$ cat src/rtl/uart_byte_receiver_if.sv
// ---------------------------------------------------------------------------
// uart_byte_receiver_if
// Bundles the serial input and the byte-side outputs of the UART receiver.
//   rx_serial      : asynchronous serial line, idles high
//   byte_out       : last correctly framed byte, held between strobes
//   byte_available : one-cycle pulse when byte_out updates
//   framing_error  : one-cycle pulse when a stop bit samples low
//   busy           : receiver is inside a frame (any state except idle)
// Modports:
//   master : the receiver (consumes rx_serial, drives the byte-side outputs)
//   slave  : the line driver / byte consumer on the other side
// ---------------------------------------------------------------------------
interface uart_byte_receiver_if;
    logic       rx_serial;
    logic [7:0] byte_out;
    logic       byte_available;
    logic       framing_error;
    logic       busy;

    modport master (
        input  rx_serial,
        output byte_out,
        output byte_available,
        output framing_error,
        output busy
    );

    modport slave (
        output rx_serial,
        input  byte_out,
        input  byte_available,
        input  framing_error,
        input  busy
    );
endinterface

$ cat src/rtl/uart_byte_receiver.sv
// ---------------------------------------------------------------------------
// uart_byte_receiver
// 8N1 asynchronous serial receiver feeding the command parser. The line is
// synchronised, the start bit is confirmed at mid-bit, eight data bits are
// sampled LSB first one bit time apart, and the stop bit decides between
// publishing the byte (byte_available strobe) and flagging a framing error.
// Ports:
//   clk : system clock, rising edge
//   rst : synchronous reset, active-low
//   bus : uart_byte_receiver_if.master (rx_serial in; byte_out,
//         byte_available, framing_error, busy out)
// Parameters:
//   CLKS_PER_BIT : clock cycles per serial bit (4..65535)
//   HALF_BIT     : cycles from start edge detection to the mid-bit sample
// ---------------------------------------------------------------------------
module uart_byte_receiver #(
    parameter int CLKS_PER_BIT = 434,
    parameter int HALF_BIT     = (CLKS_PER_BIT - 1) / 2
) (
    input  logic                       clk,
    input  logic                       rst,
    uart_byte_receiver_if.master       bus
);

    localparam logic [15:0] LAST_CNT = 16'(CLKS_PER_BIT - 1);
    localparam logic [15:0] HALF_CNT = 16'(HALF_BIT);

    typedef enum logic [2:0] {
        IDLE,
        START,
        DATA,
        STOP,
        WAIT_IDLE
    } state_t;

    state_t      state_q, state_d;
    logic        rx_meta_q, rx_meta_d;
    logic        rx_s_q, rx_s_d;
    logic [15:0] clk_cnt_q, clk_cnt_d;
    logic [2:0]  bit_idx_q, bit_idx_d;
    logic [7:0]  shift_reg_q, shift_reg_d;
    logic [7:0]  byte_out_q, byte_out_d;
    logic        byte_available_q, byte_available_d;
    logic        framing_error_q, framing_error_d;

    always_ff @(posedge clk) begin
        if (!rst) begin
            state_q          <= IDLE;
            // Synchroniser resets to the idle line level so reset release
            // never looks like a start edge.
            rx_meta_q        <= 1'b1;
            rx_s_q           <= 1'b1;
            clk_cnt_q        <= '0;
            bit_idx_q        <= '0;
            shift_reg_q      <= '0;
            byte_out_q       <= '0;
            byte_available_q <= 1'b0;
            framing_error_q  <= 1'b0;
        end else begin
            state_q          <= state_d;
            rx_meta_q        <= rx_meta_d;
            rx_s_q           <= rx_s_d;
            clk_cnt_q        <= clk_cnt_d;
            bit_idx_q        <= bit_idx_d;
            shift_reg_q      <= shift_reg_d;
            byte_out_q       <= byte_out_d;
            byte_available_q <= byte_available_d;
            framing_error_q  <= framing_error_d;
        end
    end

    always_comb begin
        rx_meta_d        = bus.rx_serial;
        rx_s_d           = rx_meta_q;
        state_d          = state_q;
        clk_cnt_d        = clk_cnt_q + 16'd1;
        bit_idx_d        = bit_idx_q;
        shift_reg_d      = shift_reg_q;
        byte_out_d       = byte_out_q;
        byte_available_d = 1'b0;
        framing_error_d  = 1'b0;

        unique case (state_q)
            IDLE: begin
                if (!rx_s_q) begin
                    state_d   = START;
                    clk_cnt_d = '0;
                end
            end
            START: begin
                // A start bit that is no longer low at mid-bit was a glitch.
                if (clk_cnt_q == HALF_CNT) begin
                    clk_cnt_d = '0;
                    if (!rx_s_q) begin
                        state_d   = DATA;
                        bit_idx_d = '0;
                    end else begin
                        state_d = IDLE;
                    end
                end
            end
            DATA: begin
                // Counter restarts at every sample so each data bit is taken
                // one full bit time after the previous mid-bit point.
                if (clk_cnt_q == LAST_CNT) begin
                    clk_cnt_d   = '0;
                    shift_reg_d = {rx_s_q, shift_reg_q[7:1]};
                    if (bit_idx_q == 3'd7) begin
                        state_d = STOP;
                    end else begin
                        bit_idx_d = bit_idx_q + 3'd1;
                    end
                end
            end
            STOP: begin
                // Returning to IDLE at the stop mid-sample leaves half a bit
                // of slack to catch an immediately following start edge.
                if (clk_cnt_q == LAST_CNT) begin
                    clk_cnt_d = '0;
                    if (rx_s_q) begin
                        byte_out_d       = shift_reg_q;
                        byte_available_d = 1'b1;
                        state_d          = IDLE;
                    end else begin
                        framing_error_d = 1'b1;
                        state_d         = WAIT_IDLE;
                    end
                end
            end
            WAIT_IDLE: begin
                // A held-low (break) line reports one framing error only.
                if (rx_s_q) begin
                    state_d   = IDLE;
                    clk_cnt_d = '0;
                end
            end
            default: begin
                state_d   = IDLE;
                clk_cnt_d = '0;
            end
        endcase
    end

    assign bus.byte_out       = byte_out_q;
    assign bus.byte_available = byte_available_q;
    assign bus.framing_error  = framing_error_q;
    assign bus.busy           = (state_q != IDLE);

endmodule

$ cat src/flat_wrapper.sv
// flat-port wrapper written by rule: the top's interface ports become plain ports
module uart_byte_receiver_flat 
#(
    parameter int CLKS_PER_BIT = 434,
    parameter int HALF_BIT     = (CLKS_PER_BIT - 1) / 2
)
  (clk, rst, bus_rx_serial, bus_byte_out, bus_byte_available, bus_framing_error, bus_busy);
  uart_byte_receiver_if bus_i ();
  input  logic clk;
  input  logic rst;
  input wire logic [$bits(bus_i.rx_serial)-1:0] bus_rx_serial;
  output wire logic [$bits(bus_i.byte_out)-1:0] bus_byte_out;
  output wire logic [$bits(bus_i.byte_available)-1:0] bus_byte_available;
  output wire logic [$bits(bus_i.framing_error)-1:0] bus_framing_error;
  output wire logic [$bits(bus_i.busy)-1:0] bus_busy;
  assign bus_i.rx_serial = bus_rx_serial;
  assign bus_byte_out = bus_i.byte_out;
  assign bus_byte_available = bus_i.byte_available;
  assign bus_framing_error = bus_i.framing_error;
  assign bus_busy = bus_i.busy;
  uart_byte_receiver #(.CLKS_PER_BIT(CLKS_PER_BIT), .HALF_BIT(HALF_BIT)) u_core (.clk(clk), .rst(rst), .bus(bus_i));
endmodule
$ cat config.mk
export PLATFORM = sky130hd
export DESIGN_NAME = uart_byte_receiver_flat
export DESIGN_NICKNAME = d
export VERILOG_FILES = /design/src/rtl/uart_byte_receiver_if.sv /design/src/rtl/uart_byte_receiver.sv /design/src/flat_wrapper.sv
export SDC_FILE = /design/constraint.sdc
export NUM_CORES = 1
export LEC_CHECK = 0
export CORE_MARGIN = 2
export CORE_UTILIZATION = 61
export CTS_CLUSTER_DIAMETER = 30
export DETAILED_ROUTE_END_ITERATION = 16
export GPL_ROUTABILITY_DRIVEN = 0
export PLACE_DENSITY = 0.84
export SYNTH_ARGS = -nofsm -noshare
export SYNTH_HDL_FRONTEND = slang
export SYNTH_SLANG_ARGS = --single-unit
$ cat constraint.sdc
create_clock -name clk -period 4.3 [get_ports clk]
set_clock_uncertainty 0.1 [all_clocks]
set_input_delay 0.86 -clock clk [delete_from_list [all_inputs] [get_ports clk]]
set_output_delay 0.86 -clock clk [all_outputs]
set_load 0.01 [all_outputs]
# Word level (Yosys, flattened, before mapping)
# Index checks and enable logic that the tools add are counted.
# word_totals
reg_bits	42
out_inout_bits	11
in_bits	3
# classes
add_sub_neg	2
reduce_logical	9
eq_ne	15
muxes	21
# ops
operator	count
$mux W16	4
$pmux W16 S4	1
$mux W3	11
$add A16 B1 Y16 const B	1
$eq A16 B8 Y1 const B	1
$eq A16 B9 Y1 const B	1
$pmux W3 S5	1
$ne A2 B1 Y1 const B	5
$eq A3 B2 Y1 const B	2
$eq A3 B3 Y1 const B	2
$ne A2 B2 Y1 const B	3
$pmux W3 S2	1
$reduce_and A3 Y1	2
$reduce_and A6 Y1	1
$reduce_and A5 Y1	1
$add A3 B1 Y3 const B	1
$eq A3 B1 Y1 const B	1
$logic_not A3 Y1	1
$reduce_bool A3 Y1	1
$mux W1	2
$mux W2	1
$reduce_and A2 Y1	1
$reduce_bool A2 Y1	1
$reduce_or A2 Y1	1

# Depth between registers and ports, before layout
# Gate-level depths: netlist of the first run.
# depth
word_depth	4
depth_mapped	9
depth_no_buf	7

# Worst setup path before layout of the first run
# Ideal clock, no wire load.
# synth_path
kind	reg-to-reg
start	register u_core.clk_cnt_q[1]
end	register u_core.bit_idx_q[0]
arrival_ns	1.638
setup_slack_ns	2.490
path_buffers	2
required_time_ns	4.128
stages_incl_launch_ff	10
synth_period_minus_slack_ns	1.810
path_cell_list	dfxtp_1 inv_1 ha_1 and3b_2 and4_1 buf_6 and2_1 buf_6 o21ai_4 mux2i_1
# synth_between
elab_chain_len	3
# synth_lines
item	line	rtl
start, declared	uart_byte_receiver.sv:39	logic [15:0] clk_cnt_q, clk_cnt_d;
start signal, assigned	uart_byte_receiver.sv:63	clk_cnt_q <= clk_cnt_d;
$eq A16 B9 Y1 or $eq A16 B8 Y1 (tied branches)	uart_byte_receiver.sv:105, uart_byte_receiver.sv:92	
$ne A2 B1 Y1 (no line)	--	
$reduce_and A5 Y1 (no line) (*)	--	
end signal, assigned	uart_byte_receiver.sv:64	bit_idx_q <= bit_idx_d;
end, declared	uart_byte_receiver.sv:40	logic [2:0] bit_idx_q, bit_idx_d;
# Every way passes the cells marked *; elsewhere a longest branch is shown, timed or not.
# A chain may end at the register's enable or synchronous reset.

# Final worst setup path of the first run
# layout_path
start	register u_core.state_q[2]
end	output bus_busy
# layout_between
elab_chain_len	1
# layout_lines
item	line	rtl
start, declared	uart_byte_receiver.sv:36	state_t state_q, state_d;
start signal, assigned	uart_byte_receiver.sv:60	state_q <= state_d;
$reduce_bool A3 Y1	uart_byte_receiver.sv:147	assign bus.busy = (state_q != IDLE);
end, declared	flat_wrapper.sv:15	output wire logic [$bits(bus_i.busy)-1:0] bus_busy;
# Every way passes these cells.

==> metrics.txt, run 1 <==
number of synthesized flops with an enable pin=0; Pwr Total=765.6 uW; CP Launch Type=flip-flop; clk_lat worst skew=0.35 ns; Clock Tree Root=clkbuf_4; vias per inst=5.630; Syn-to-layout area delta=10.69%; Slew @ Worst Pin=0.5953 ns; H-tree Lvls=2; Post-DRT Antenna Nets=0; Seq/Total Area, Yosys=0.4578; WHS Path Cells=1; via count=1368; wire per inst=12.81 um; # Max-Cap Violations=0; Highest Clock Rate=391.5 MHz; Initial Utilization=0.6548; Final Cell Area=2033 um2; CP max stage delay=0.48 ns; initial antenna violation count=0; status=finished, violations left; failing checks=design-rule violations; post-placement cell count=235; deepest clock path buffer count=2; ratio of cells with drive above 1 in the final layout=0.07547; Slew headroom=0.6019; FFs w/ async S/R, synth=0; Final Hold Viols=0; total track usage=0.2032; height of the die=58.88 um; post-layout util=0.7248; crit-path cells=or3_1, clkdlybuf4s50_1; post-cts sizing count=0; Cells after Synth=198; # Post-CTS Setup Buffers=0; leakage=0.8271 nW; port bufs=13; Antenna diodes=0; Crit. End Element=output port; cts-stage hold buffer count=0; most common flop cell mapped by yosys=dfxtp_1; dpl hpwl=2268 um; row count=19; global route total overflow=0; Sink Count=42; Max VDD drop=0.2832 mV; Placed Area=1952 um2; largest net degree at the start of global routing=18; Arrival @ worst endpoint=1.59 ns; post-synthesis register bit count=42; library cells used by synthesis=42; min-delay worst type=reg -> reg; CTS tree=yes; WHS=0.3258 ns; DRC=1; Power Dens Cells=376.5 nW/um2; r2r worst-path depth=6; pre-CTS WS=1.718 ns; RSZ-0062 raised after global routing=no; Reg2Reg Setup Slack=2.04 ns; fillcell total=221; R2R Path Start=u_core.clk_cnt_q[0]$_SDFF_PN0_; TNS Setup=0 ns; core box area=2805 um2; mapped cell area=1837 um2; end point of the worst hold path=u_core.rx_s_q$_SDFF_PN1_; hold_sp=u_core.rx_meta_q$_SDFF_PN1_; final wirelength=3112 um; Final #Nets=219; syn avg cell area=9.277 um2; max-slew violations=0; io pins=14; DRT iter0 DRCs=57; first-pass GRT wire length=5264 um; non-filler instance count after layout=243; part of the cycle the worst path needs=0.5939; Die X=58.88 um; worst-path maximum fanout=7; Setup Viol. Count Final=0; worst setup margin=1.746 ns; final worst path period need=2.554 ns; slowest CP cell=clkdlybuf4s50_1; Crit Path Category=reg -> out; worst path required time=3.34 ns; Detailed Routing Iterations Pass 1=10; R2R Path End=u_core.bus.byte_out[0]$_SDFFE_PN0P_; vias in the first global route=1237; die area=3466 um2; Net Count, Synth=206; CTS clk-pin slew, worst paths=0.12 ns; yosys warns=0; CTS Buf Count=5
state kept, by name, indices dropped and copies added (netlist names):
signal	cells
u_core.bit_idx_q	3
u_core.bus.byte_available	1
u_core.clk_cnt_q	16
u_core.rx_s_q	1
u_core.rx_meta_q	1
u_core.bus.byte_out	8
u_core.state_q	3
u_core.shift_reg_q	8
u_core.bus.framing_error	1
cell usage in the layout (no fill, tap or decap), drive strengths merged, types with 2 or more instances in the layout:
master and n:
dfxtp 42, nand2 29, nor2 29, clkdlybuf4s50 13, mux2i 11, a21oi 10
xor2 9, nand3 8, xnor2 6, ha 5, clkbuf 5, inv 4
nand2b 4, nand4 3, and4 3, and3 3, and2 3, nor3b 2
nor2b 2, a21boi 2, a22oi 2, o21ai 2, clkinv 2
critical path, delay by kind of cell, from the launching register on:
family	cells	cell delay, ns
buffers and inverters	1	0.48
AND/OR/NAND/NOR	1	0.38
flip-flops	1	0.39
worst max-delay path by stage:
| stage | start | endpoint | slack [ns] | depth (start not counted) |
|---|---|---|---|---|
| after floorplan | u_core.clk_cnt_q[1]$_SDFF_PN0_ | u_core.bit_idx_q[0]$_SDFFE_PN0P_ | 2.49 | 9 |
| after global placement | rst | u_core.shift_reg_q[7]$_SDFFE_PN0P_ | 1.82 | 3 |
| after detailed placement | rst | u_core.shift_reg_q[1]$_SDFFE_PN0P_ | 1.72 | 3 |
| after CTS | u_core.state_q[2]$_SDFFE_PN0P_ | bus_busy | 1.72 | 2 |
| after global routing | u_core.state_q[2]$_SDFFE_PN0P_ | bus_busy | 1.67 | 2 |
| final | u_core.state_q[2]$_SDFFE_PN0P_ | bus_busy | 1.75 | 2 |
final cells by class:
class / count / area (um2) / area share
clock buffers: 5 / 37.54 / 0.01846
clock inverters: 3 / 43.79 / 0.02154
inverters: 4 / 15.01 / 0.007385
multi-input cells: 145 / 927.1 / 0.4560
flip-flops and latches: 42 / 840.8 / 0.4135
well taps: 31 / 38.79 / 0.01908
repair buffers: 13 / 130.1 / 0.06400
layer usage:
| layer | part of all wire | GRT usage | vias to the layer above | wire length (um) |
|---|---|---|---|---|
| li1 | - | - | 688 | - |
| met1 | 0.44 | 0.2406 | 652 | 1383 |
| met2 | 0.50 | 0.3429 | 22 | 1561 |
| met3 | 0.039 | 0.06593 | 6 | 121 |
| met4 | 0.014 | 0.07468 | 0 | 45 |
| met5 | 0 | 0 | - | 0 |
kinds of logic (layout without fill, tap and decap cells):
| logic type | after synthesis | in the layout | synth area share |
|---|---|---|---|
| buffers and inverters | 11 | 25 | 0.03746 |
| muxes | 11 | 11 | 0.05995 |
| and+or+nand+nor | 95 | 95 | 0.2629 |
| adders and majority gates | 5 | 5 | 0.03406 |
| AOI/OAI and AO/OA | 19 | 19 | 0.07629 |
| DFF | 42 | 42 | 0.4578 |
| xor gates and xnor gates | 15 | 15 | 0.07153 |
Yosys cell counts (2+ instances only):
library cell / count / area [um2]
dfxtp_1: 42 / 840.8
xnor2_1: 6 / 52.55
and2_1: 2 / 12.51
a21oi_1: 10 / 50.05
mux2i_1: 11 / 110.1
nand2_1: 29 / 108.9
xor2_1: 9 / 78.83
nor2b_1: 2 / 12.51
nor2_1: 28 / 105.1
and4_1: 3 / 26.28
nand2b_1: 3 / 18.77
and3_1: 3 / 18.77
nand3_1: 8 / 40.04
inv_1: 3 / 11.26
clkbuf_1: 2 / 7.510
ha_1: 5 / 62.56
buf_6: 3 / 33.78
nand4_1: 3 / 18.77
a21boi_0: 2 / 15.01
nor3b_1: 2 / 15.01
where the power goes:
group | switching (mW) | internal [mW] | leakage, nW
Clock | 0.132 | 0.123 | 0.0456
Sequential | 0.0171 | 0.401 | 0.339
Combinational | 0.0506 | 0.0421 | 0.442
(Power assumes the default switching activity.)
==> run 2: changes to the inputs <==
CORE_UTILIZATION = 51   (was 61)
PLACE_DENSITY = 0.75   (was 0.84)
clock period = 2.15 ns   (was 4.3 ns; I/O delays follow)
==> metrics.txt, run 2 (synthesized netlist as in run 1, its figures left out) <==
Max VDD drop=0.5865 mV (+110%); die area=4097 um2 (+18%); R2R Path End=u_core.state_q[0]$_SDFFE_PN0P_; Power Dens Cells=731.0 nW/um2 (+94%); Syn-to-layout area delta=13.08%; height of the die=64.01 um (+8.7%); deepest clock path buffer count=2 (unchanged); worst path required time=2.34 ns (-1.00 ns); ratio of cells with drive above 1 in the final layout=0.09302 (+0.01755); Initial Utilization=0.5419 (-0.1129); # Max-Cap Violations=0 (unchanged); global route total overflow=0 (unchanged); CP max stage delay=0.37 ns (-0.11 ns); part of the cycle the worst path needs=0.9150; CP delay by family, top=compound AO/OA/AOI/OAI gates; Crit path buffers/inverters=1 (unchanged); Crit Path Category=reg -> reg; Die X=64.01 um (+8.7%); dpl hpwl=2451 um (+8.0%); crit-path cells=inv_1, ha_1, nor4bb_1, nand4_1, a22oi_2, a21boi_0, a31o_2; total track usage=0.1864 (-0.01677); post-layout util=0.6128 (-0.1120); CP Launch Type=flip-flop; fillcell total=303 (+37%); Highest Clock Rate=508.3 MHz; Pwr Total=1.518 mW (+98%); DRT iter0 DRCs=62 (+8.8%); TNS Setup=0 ns (unchanged); Slew headroom=0.7199 (+0.1180); worst-path maximum fanout=6 (-1); Final #Nets=222 (+1.4%); clk_lat worst skew=0.35 ns (about the same); WHS Path Cells=1 (unchanged); leakage=0.8513 nW (+2.9%); Arrival @ worst endpoint=2.15 ns (+0.56 ns); CTS Buf Count=5 (unchanged); Crit. End Element=flip-flop; max-slew violations=0 (unchanged); end point of the worst hold path=u_core.rx_s_q$_SDFF_PN1_; final wirelength=3319 um (+6.7%); min-delay worst type=reg -> reg; Post-DRT Antenna Nets=0 (unchanged); hold_sp=u_core.rx_meta_q$_SDFF_PN1_; final worst path period need=1.967 ns; Biggest register=u_core.clk_cnt_q; r2r worst-path depth=7 (+1); Clock Tree Root=clkbuf_4; Setup Viol. Count Final=0 (unchanged); WHS=0.3274 ns (+0.001661 ns); largest net degree at the start of global routing=18 (unchanged); Detailed Routing Iterations Pass 1=4 (-6); initial antenna violation count=0 (unchanged); status=finished, final reports clean; via count=1375 (+0.51%); port bufs=13 (unchanged); first-pass GRT wire length=5982 um (+14%); vias in the first global route=1397 (+13%); CTS clk-pin slew, worst paths=0.11 ns (about the same); commonest cells after routing, fill and taps aside=40 x dfxtp_1, 29 x nand2_1, 28 x nor2_1; vias per inst=5.268 (-6.4%); max FFs per register=16 (unchanged); slowest CP cell=dfxtp_1; cts-stage hold buffer count=0 (unchanged); DRC=0 (-1); CTS tree=yes; H-tree Lvls=2 (unchanged); row count=21 (+2); Sink Count=42 (unchanged); Slew @ Worst Pin=0.4175 ns (-0.1778 ns); RSZ-0062 raised after global routing=no; most common cell after layout, fill and taps aside=dfxtp_1; worst setup margin=0.1828 ns (-1.563 ns); pre-CTS WS=0.2101 ns (-1.508 ns); core box area=3390 um2 (+21%); Reg2Reg Setup Slack=0.18 ns (-1.86 ns); Final Hold Viols=0 (unchanged); io pins=14 (unchanged); R2R Path Start=u_core.clk_cnt_q[0]$_SDFF_PN0_; Antenna diodes=0 (unchanged); wire per inst=12.72 um (-0.70%)
## run 2: final cells by class
| class | count | area [um2] | share of cell area |
|---|---|---|---|
| Timing Repair Buffer | 16 | 155.1 | 0.07470 |
| Tap cell | 46 | 57.56 | 0.02771 |
| Sequential cell | 42 | 843.3 | 0.4060 |
| Clock buffer | 6 | 41.29 | 0.01988 |
| Clock inverter | 2 | 37.54 | 0.01807 |
| Inverter | 4 | 15.01 | 0.007229 |
| Multi-Input combinational cell | 145 | 927.1 | 0.4464 |
## run 2: worst reg2reg max path, stage by stage, from the launching register on
cell and delay (ns):
dfxtp_1 0.37, inv_1 0.07, ha_1 0.15, nor4bb_1 0.26
nand4_1 0.21, a22oi_2 0.35, a21boi_0 0.23, a31o_2 0.18
## run 2: what timing repair did
item / CTS / global route
resized for setup: 0 / 3
hold endpoints to repair: 0 / 0
setup buffers: 0 / 0
setup endpoints to repair: 0 / 1
## run 2: where the power goes
part	total, mW	switching (mW)	internal, mW
Combinational	0.190	0.106	0.0840
Sequential	0.836	0.0323	0.803
Clock	0.493	0.247	0.245
Total	1.52	0.385	1.13
## run 2: per-layer routing
metal	global-route usage	routed length (um)	vias to the layer above
li1	-	-	696
met1	0.2134	1398	636
met2	0.3229	1685	33
met3	0.04401	155	10
met4	0.09239	81	0
met5	0	0	-
## run 2: how the worst max path moves through the flow
stage | startpoint | endpoint | slack [ns] | cells after the start
final | u_core.clk_cnt_q[0]$_SDFF_PN0_ | u_core.state_q[0]$_SDFFE_PN0P_ | 0.18 | 7
after floorplan | u_core.clk_cnt_q[1]$_SDFF_PN0_ | u_core.bit_idx_q[0]$_SDFFE_PN0P_ | 0.34 | 9
after global placement | u_core.clk_cnt_q[1]$_SDFF_PN0_ | u_core.bit_idx_q[1]$_SDFFE_PN0P_ | 0.28 | 7
after CTS | u_core.state_q[2]$_SDFFE_PN0P_ | bus_busy | 0.005 | 2
after global routing | u_core.clk_cnt_q[1]$_SDFF_PN0_ | u_core.bit_idx_q[0]$_SDFFE_PN0P_ | 0.04 | 7
after detailed placement | u_core.clk_cnt_q[0]$_SDFF_PN0_ | u_core.clk_cnt_q[9]$_SDFF_PN0_ | 0.21 | 7
## run 2: metrics by stage
step | cells | cell area [um2]
6_report | 261 | 2077
4_1_cts | 261 | 2072
2_1_floorplan | 198 | 1837
5_1_grt | 261 | 2077
3_5_place_dp | 253 | 1993
3_3_place_gp | 253 | 1993
==> run 3: changes to the inputs <==
ABC_AREA = 1   (was unset)
CAP_MARGIN = 0   (was unset)
CORE_UTILIZATION = 45   (was 51)
PLACE_DENSITY = 0.67   (was 0.75)
==> metrics.txt, run 3 <==
library cells used by synthesis=29 (-31%); CTS clk-pin slew, worst paths=0.09 ns (-0.02 ns); Synth Area in Compound Gates=0.1112 (+0.03489); port bufs=13 (unchanged); multiplexer area fraction after synthesis=0 (-0.05995); CP Launch Type=flip-flop; ranking of synthesized cells by area=dfxtp_1 42%, nand2_1 8.0%, inv_1 6.7%; internal power=1.475 mW (+30%); Cells after Synth=263 (+33%); Biggest register=u_core.clk_cnt_q; Setup Viol. Count Final=0 (unchanged); Final Hold Viols=0 (unchanged); Crit path buffers/inverters=3 (+2); Sink Count=42 (unchanged); crit-path cells=inv_1, nand2_1, nor2_2, inv_1, clkdlybuf4s50_1; global route total overflow=0 (unchanged); Slew @ Worst Pin=0.5147 ns (+0.09717 ns); RSZ-0062 raised after global routing=no; Highest Clock Rate=489.1 MHz (-3.8%); number of synthesized flops with an enable pin=0 (unchanged); Yosys top cell area share=0.4151 (-0.04269); metal2 WL=1562 um (-7.3%); vias in the first global route=1538 (+10%); most common flop cell mapped by yosys=dfxtp_1; post-synthesis register bit count=42 (unchanged); CTS tree=yes; Commonest cells post-synth=43 x nand2_1, 42 x dfxtp_1, 36 x inv_1; share of power burned in registers=0.413 (-0.137); end point of the worst hold path=u_core.rx_s_q$_SDFF_PN1_; height of the die=71.10 um (+11%); Antenna diodes=0 (unchanged); R2R Path End=u_core.bit_idx_q[0]$_SDFFE_PN0P_; Final #Nets=290 (+31%); Clock Tree Root=clkbuf_8; Highest Signal Layer=met4; non-filler instance count after layout=335 (+28%); # Max-Cap Violations=0 (unchanged); hold_sp=u_core.rx_meta_q$_SDFF_PN1_; final worst path period need=2.045 ns (+0.07753 ns); total track usage=0.1699 (-0.01656); core box area=4354 um2 (+28%); Adder-Cell Fraction of Synth Area=0.03088 (-0.003177); Seq/Total Area, Yosys=0.4151 (-0.04269); initial antenna violation count=0 (unchanged); XOR/XNOR share of the synthesized area=0.04756 (-0.02397); mapped cell area=2026 um2 (+10%); first-pass GRT wire length=6831 um (+14%); CP delay by family, top=buffers and inverters; Crit. End Element=output port; Max VDD drop=0.5095 mV (-13%); max-slew violations=0 (unchanged); largest net degree at the start of global routing=23 (+5); worst path required time=1.62 ns (-0.72 ns); Reg2Reg Setup Slack=0.28 ns (+0.10 ns); CP max stage delay=0.52 ns (+0.15 ns); cell mode on critical path=inv_1; io pins=14 (unchanged); Detailed Routing Iterations Pass 1=5 (+1); CTS Buf Count=5 (unchanged); Synth area leader=dfxtp_1; part of the cycle the worst path needs=0.9510 (+0.03606); Initial Utilization=0.4652 (-0.07667); Clock power frac=0.369 (+0.044); DRC=0 (unchanged); R2R Path Start=u_core.clk_cnt_q[0]$_SDFF_PN0_; row count=24 (+14%); H-tree Lvls=2 (unchanged); via count=1599 (+16%); NetSw=608.6 uW (+58%); Comb pwr share=0.217 (+0.092); Power Dens Cells=883.7 nW/um2 (+21%); syn avg cell area=7.702 um2 (-17%); die area=5055 um2 (+23%); most common cell in the netlist=nand2_1; Slew headroom=0.6550 (-0.06493); met3 wire len=159 um (+2.6%); Die X=71.10 um (+11%); DRT iter0 DRCs=101 (+63%); most common cell after layout, fill and taps aside=nand2_1; yosys warns=0 (unchanged); WHS Path Cells=1 (unchanged); clk_lat worst skew=0.30 ns (-0.05 ns); cts-stage hold buffer count=0 (unchanged); ratio of cells with drive above 1 in the final layout=0.1625 (+0.06952); Post-Synth Simple-Gate Area=0.3088 (+0.04589); Net Count, Synth=271 (+32%); slowest CP cell=clkdlybuf4s50_1; met1 WL=1989 um (+42%); max FFs per register=16 (unchanged); Sw Ratio=0.2921 (+0.03823); largest family of logic cells by synthesized area=simple AND/OR/NAND/NOR gates; dpl hpwl=2784 um (+14%); worst-path maximum fanout=4 (-2); final wirelength=3776 um (+14%); Post-DRT Antenna Nets=0 (unchanged); Syn-to-layout area delta=16.37%; wire per inst=11.27 um (-11%); min-delay worst type=reg -> reg; status=finished, final reports clean; Arrival @ worst endpoint=1.51 ns (-0.64 ns); deepest clock path buffer count=2 (unchanged); Crit Path Category=reg -> out; FFs w/ async S/R, synth=0 (unchanged); commonest cells after routing, fill and taps aside=43 x nand2_1, 41 x dfxtp_1, 35 x inv_1; TNS Setup=0 ns (unchanged); leakage=1.011 nW (+19%); post-placement cell count=327 (+29%); r2r worst-path depth=10 (+3); vias per inst=4.773 (-9.4%)
==> run 3: layer usage <==
layer | vias up | track usage
met3 | 6 | 0.04701
met5 | - | 0
met2 | 28 | 0.2492
li1 | 874 | -
met4 | 0 | 0.06499
met1 | 691 | 0.2380
==> run 3: worst max-delay path by stage <==
stage / from / to / slack [ns] / depth (start not counted)
after floorplan: u_core.clk_cnt_q[0]$_SDFF_PN0_ / u_core.clk_cnt_q[10]$_SDFF_PN0_ / 0.55 / 11
after global placement: u_core.clk_cnt_q[0]$_SDFF_PN0_ / u_core.bit_idx_q[0]$_SDFFE_PN0P_ / 0.33 / 10
after detailed placement: u_core.clk_cnt_q[0]$_SDFF_PN0_ / u_core.bit_idx_q[0]$_SDFFE_PN0P_ / 0.27 / 10
after CTS: u_core.state_q[2]$_SDFFE_PN0P_ / bus_busy / 0.03 / 5
after global routing: u_core.state_q[2]$_SDFFE_PN0P_ / bus_busy / 0.006 / 5
final: u_core.state_q[2]$_SDFFE_PN0P_ / bus_busy / 0.11 / 5
==> run 3: timing repair <==
action	4_1_cts	5_1_grt
resized for setup	0	3
setup endpoints to repair	0	1
setup buffers	0	0
==> run 3: worst reg2reg max path, cell delays in order (launching register included) <==
cell     delay [ns]
dfxtp_1        0.42
ha_1           0.18
inv_1          0.05
nor2_1         0.09
nand2_1        0.07
nor2_2         0.16
nand3_2        0.28
nand2_2        0.20
nand2_1        0.08
a21oi_1        0.12
nor2_1         0.05
==> run 3: kinds of logic (layout without fill, tap and decap cells) <==
| family | count (synthesis) | count (layout) |
|---|---|---|
| buffers and inverters | 42 | 62 |
| XOR/XNOR | 11 | 11 |
| AND/OR/NAND/NOR | 122 | 122 |
| adder cells (fa/ha/maj) | 5 | 5 |
| flip-flops | 42 | 42 |
| AO/OA/AOI/OAI | 41 | 41 |
==> run 3: stage by stage <==
step	util	setup slack (ns)	area (um2)	total power, mW	hold WS [ns]
3_3_place_gp	0.5078	0.3348	2211	1.320	0.2968
3_5_place_dp	0.5078	0.2697	2211	1.327	0.3012
6_report	0.5414	0.1053	2357	2.083	0.3192
5_1_grt	0.5414	0.005645	2357	2.202	0.3388
4_1_cts	0.5405	0.02943	2354	2.090	0.3228
2_1_floorplan	-	0.5512	2026	1.250	0.2925
==> run 3: power by group through the flow <==
stage | logic (mW) | clock network [mW] | registers [mW]
floorplan | 0.386 | 0 | 0.864
global placement | 0.446 | 0 | 0.874
detailed placement | 0.451 | 0 | 0.876
CTS | 0.452 | 0.781 | 0.857
global route | 0.521 | 0.815 | 0.867
finish | 0.453 | 0.769 | 0.861
==> run 3: layout make-up <==
cell class,count,area [um2]
Tap cell,52,65.06
Fill cell,385,1997
Multi-Input combinational cell,179,1012
Sequential cell,42,842.1
Timing Repair Buffer,16,152.6
Inverter,38,142.6
Clock buffer,6,82.58
Clock inverter,2,60.06
